[src/rtl/truth_table_checker_pkg.sv]
// Shared definitions for the truth-table checker.
//   tt_state_e  : sweep controller states (idle, settling, sampling, done)
//   tt_width(n) : number of input combinations of an n-input function (2**n)
//   MAX_SETTLE  : largest supported settle interval in clock cycles
package tt_check_pkg;

  typedef enum logic [1:0] {
    ST_IDLE   = 2'd0,
    ST_SETTLE = 2'd1,
    ST_SAMPLE = 2'd2,
    ST_DONE   = 2'd3
  } tt_state_e;

  localparam int MAX_SETTLE = 15;

  // Number of rows in the truth table of an n-input function.
  function automatic int tt_width(input int n);
    return 32'sd1 << n;
  endfunction

endpackage

[src/rtl/tt_settle_timer.sv]
// Loadable down-counter that times the settle interval after each stimulus
// change. The controller loads SETTLE-1 when the stimulus changes and enables
// counting while settling; the zero flag marks the last settle cycle.
//   clk, rst_n : clock, asynchronous active-low reset
//   load       : load load_val (has priority over en)
//   load_val   : value to load
//   en         : decrement by one when non-zero
//   zero       : counter currently holds zero
module tt_settle_timer
  import tt_check_pkg::*;
#(
  parameter int W = $clog2(MAX_SETTLE + 1)
) (
  input  logic         clk,
  input  logic         rst_n,
  input  logic         load,
  input  logic [W-1:0] load_val,
  input  logic         en,
  output logic         zero
);

  logic [W-1:0] count_r;

  // Settle counter register: load, count down to zero, then hold.
  always_ff @(posedge clk or negedge rst_n) begin
    if (!rst_n) begin
      count_r <= '0;
    end else if (load) begin
      count_r <= load_val;
    end else if (en && (count_r != '0)) begin
      count_r <= count_r - W'(1);
    end else begin
      count_r <= count_r;
    end
  end

  assign zero = (count_r == '0);

endmodule

[config.mk]
export PLATFORM = sky130hd
export DESIGN_NAME = tt_settle_timer
export DESIGN_NICKNAME = d
export VERILOG_FILES = /design/src/rtl/truth_table_checker_pkg.sv /design/src/rtl/tt_settle_timer.sv
export SDC_FILE = /design/constraint.sdc
export NUM_CORES = 1
export LEC_CHECK = 0
export BUFFER_PORTS_ARGS = -buffer_cell sky130_fd_sc_hd__buf_2
export CAP_MARGIN = 10
export CORE_AREA = 2 2 39 41
export CTS_BUF_LIST = sky130_fd_sc_hd__clkbuf_4 sky130_fd_sc_hd__clkbuf_8
export DETAILED_ROUTE_END_ITERATION = 7
export DIE_AREA = 0 0 41 43
export GPL_TIMING_DRIVEN = 0
export PLACE_DENSITY = 0.37
export SLEW_MARGIN = 20
export SYNTH_ARGS = -nofsm -noshare
export SYNTH_HDL_FRONTEND = slang
export SYNTH_SLANG_ARGS = --single-unit
[constraint.sdc]
create_clock -name clk -period 3.9 [get_ports clk]
set_clock_uncertainty 0.2 [all_clocks]
set_input_delay 0.585 -clock clk [delete_from_list [all_inputs] [get_ports clk]]
set_output_delay 0.585 -clock clk [all_outputs]
set_load 0.01 [all_outputs]
==> flow_metrics.env <==
export IMPL_overflow=0
export IMPL_grt_pass1_vias=241
export IMPL_cts_htree_levels=1
export IMPL_whs_ns=0.359
export IMPL_vias=228
export IMPL_power_mw=0.132
export IMPL_synth_ff_type="dfrtp_1"
export IMPL_initial_core_util=0.195
export IMPL_clk_pin_slew_ns=0.04
export IMPL_largest_register="count_r"
export IMPL_n_antenna_cell=0
export IMPL_synth_cell_area_um2=270
export IMPL_critPathKind="flip-flop to output port"
export IMPL_cts_root_buf="clkbuf_4"
export IMPL_syn_avg_cell_area_um2=10.0
export IMPL_grt_pass1_wl_um=910
export IMPL_finalCritPeriodShare=0.558
export IMPL_endpoint_kind="output port"
export IMPL_cp_max_fo=5
export IMPL_antenna_found_initial=0
export IMPL_multi_input_area_um2=148
export IMPL_cts_buffers=3
export IMPL_synth_most_common_cell="dfrtp_1"
export IMPL_cap_violations=0
export IMPL_synth_warnings=0
export IMPL_placed_area_um2=325
export IMPL_design_area_um2=358
export IMPL_async_flop_share=1.00
export IMPL_largestRegisters="count_r: 4 flops"
export IMPL_synth_fp_nets=36
export IMPL_routabilityCongestion=0.622
export IMPL_synth_distinct_cells=18
export IMPL_fp_coreArea_um2=1380
export IMPL_crit_required_ns=3.12
export IMPL_drive_gt1_frac=0.368
export IMPL_ios=9
export IMPL_postRouteAntennaNets=0
export IMPL_drc=0
export IMPL_fp_row_count=14
export IMPL_relSlewSlack=0.814
export IMPL_cp_arrival_ns=1.39
export IMPL_cts_buffer_depth=2
export IMPL_synth_edf_count=0
export IMPL_die_area_um2=1760
export IMPL_ys_seq_elements=4
export IMPL_setup_tns_ns=0
export IMPL_largest_reg_flops=4
export IMPL_post_drt_wl_per_cell_um=10.1
export IMPL_first_iter_violations=1
export IMPL_p_per_area_nw_per_um2=368
export IMPL_ir_drop_uv=124
export IMPL_nNetsFinal=49
export IMPL_rsz0062_at_grt="false"
export IMPL_fmax_mhz=460
export IMPL_hold_class="input pin to flip-flop"
export IMPL_hold_viol=0
export IMPL_yosysTopAreaCellShare=0.370
export IMPL_outcome="complete, no violations"
export IMPL_clock_latency_ns=0.23
export IMPL_seq_area_um2=100
export IMPL_r2r_setup_slack_ns=2.25
export IMPL_synth_yosys_seq_area_share=0.370
export IMPL_instances_no_fill=54
export IMPL_p_leak_nw=0.167
export IMPL_dp_cells=50
export IMPL_tritoncts="yes"
export IMPL_first_pass_iters=4
export IMPL_dieWidth_um=41
export IMPL_track_usage=0.0827
export IMPL_fin_crit_ns=2.18
export IMPL_final_max_slew_viol_count=0
export IMPL_start_kind="flip-flop"
export IMPL_fp_dieH_um=43
export IMPL_n_fill_cell=157
export IMPL_synth_largest_area_cell="dfrtp_1"
export IMPL_drt_vias_per_instance=4.22
export IMPL_setup_violations=0
export IMPL_syn_inst=27
export IMPL_dp_hpwl_um=447
export IMPL_grt_max_degree=11
export IMPL_wl_um=548
export IMPL_ys_top_cells_by_area="dfrtp_1 (37%), nor4b_2 (5.6%), ha_1 (4.6%)"
export IMPL_synthTopCellsByCount="dfrtp_1 (4), inv_1 (3), nand2_1 (3), nor3_1 (2), o21ai_0 (2)"
export IMPL_port_buffers=7
export IMPL_tightest_slew_ns=0.278
export IMPL_synthToLayoutAreaGrowth_pct=32.4
export IMPL_cts_num_sinks=4
## path summary, 6_finish.rpt
check	depth (start not counted)	from	to
hold / removal	3	load_val[2]	count_r[2]$_DFFE_PN0P_
max in group asynchronous	2	rst_n	count_r[2]$_DFFE_PN0P_
hold reg to reg	2	count_r[1]$_DFFE_PN0P_	count_r[1]$_DFFE_PN0P_
min in group asynchronous	2	rst_n	count_r[0]$_DFFE_PN0P_
setup reg to reg	5	count_r[0]$_DFFE_PN0P_	count_r[1]$_DFFE_PN0P_
setup / recovery	4	count_r[0]$_DFFE_PN0P_	zero
## worst max-delay path, cell delays in order (launching register included)
cell	delay (ns)
dfrtp_1	0.41
inv_1	0.07
ha_1	0.19
nor3b_2	0.29
buf_2	0.19
## power breakdown
| part | leakage, nW | internal (mW) | switching [mW] |
|---|---|---|---|
| Clock | 0.0138 | 0.0344 | 0.0164 |
| Combinational | 0.105 | 0.0153 | 0.0130 |
| Sequential | 0.0480 | 0.0469 | 0.00566 |
| Total | 0.167 | 0.0966 | 0.0350 |
## through the flow
stage          utilization  setup WS (ns)
3_3_place_gp         0.235           1.97
5_1_grt              0.259           1.63
6_report             0.259           1.72
3_5_place_dp         0.235           1.95
4_1_cts              0.259           1.69
2_1_floorplan            -           2.17
## what timing repair did
action,in CTS,in global routing
endpoints found under the hold margin,4,0
gates resized for setup,0,0
buffers inserted,0,0
hold buffers,1,0
## cell type report
| cell class | count | share of cell area |
|---|---|---|
| buffer | 1 | 0.0315 |
| tap | 16 | 0.0559 |
| inverter | 3 | 0.0315 |
| sequential | 4 | 0.280 |
| clock buffer | 3 | 0.0629 |
| multi-input combinational | 19 | 0.413 |
| timing repair buffer | 8 | 0.126 |
## cell families after synthesis
group,share of synthesized area
AO/OA/AOI/OAI,0.199
adder cells (fa/ha/maj),0.0463
buffers and inverters,0.0833
flip-flops,0.370
AND/OR/NAND/NOR,0.301
## layout by cell type, fill, tap and decap left out, types with 2 or more instances in the layout
cell      netlist  final
dfrtp_1         4      4
o21ai_0         2      2
nand2_1         3      3
inv_1           3      3
buf_2           0      7
nor3_1          2      2
clkbuf_4        0      3
## metal layers
layer | track usage | up-vias | part of all wire
met3 | 0.0209 | 0 | 0.071
met4 | 0.100 | 0 | 0
met5 | 0 | - | 0
li1 | - | 121 | -
met2 | 0.109 | 6 | 0.50
met1 | 0.0915 | 101 | 0.43
(Power assumes the default switching activity.)
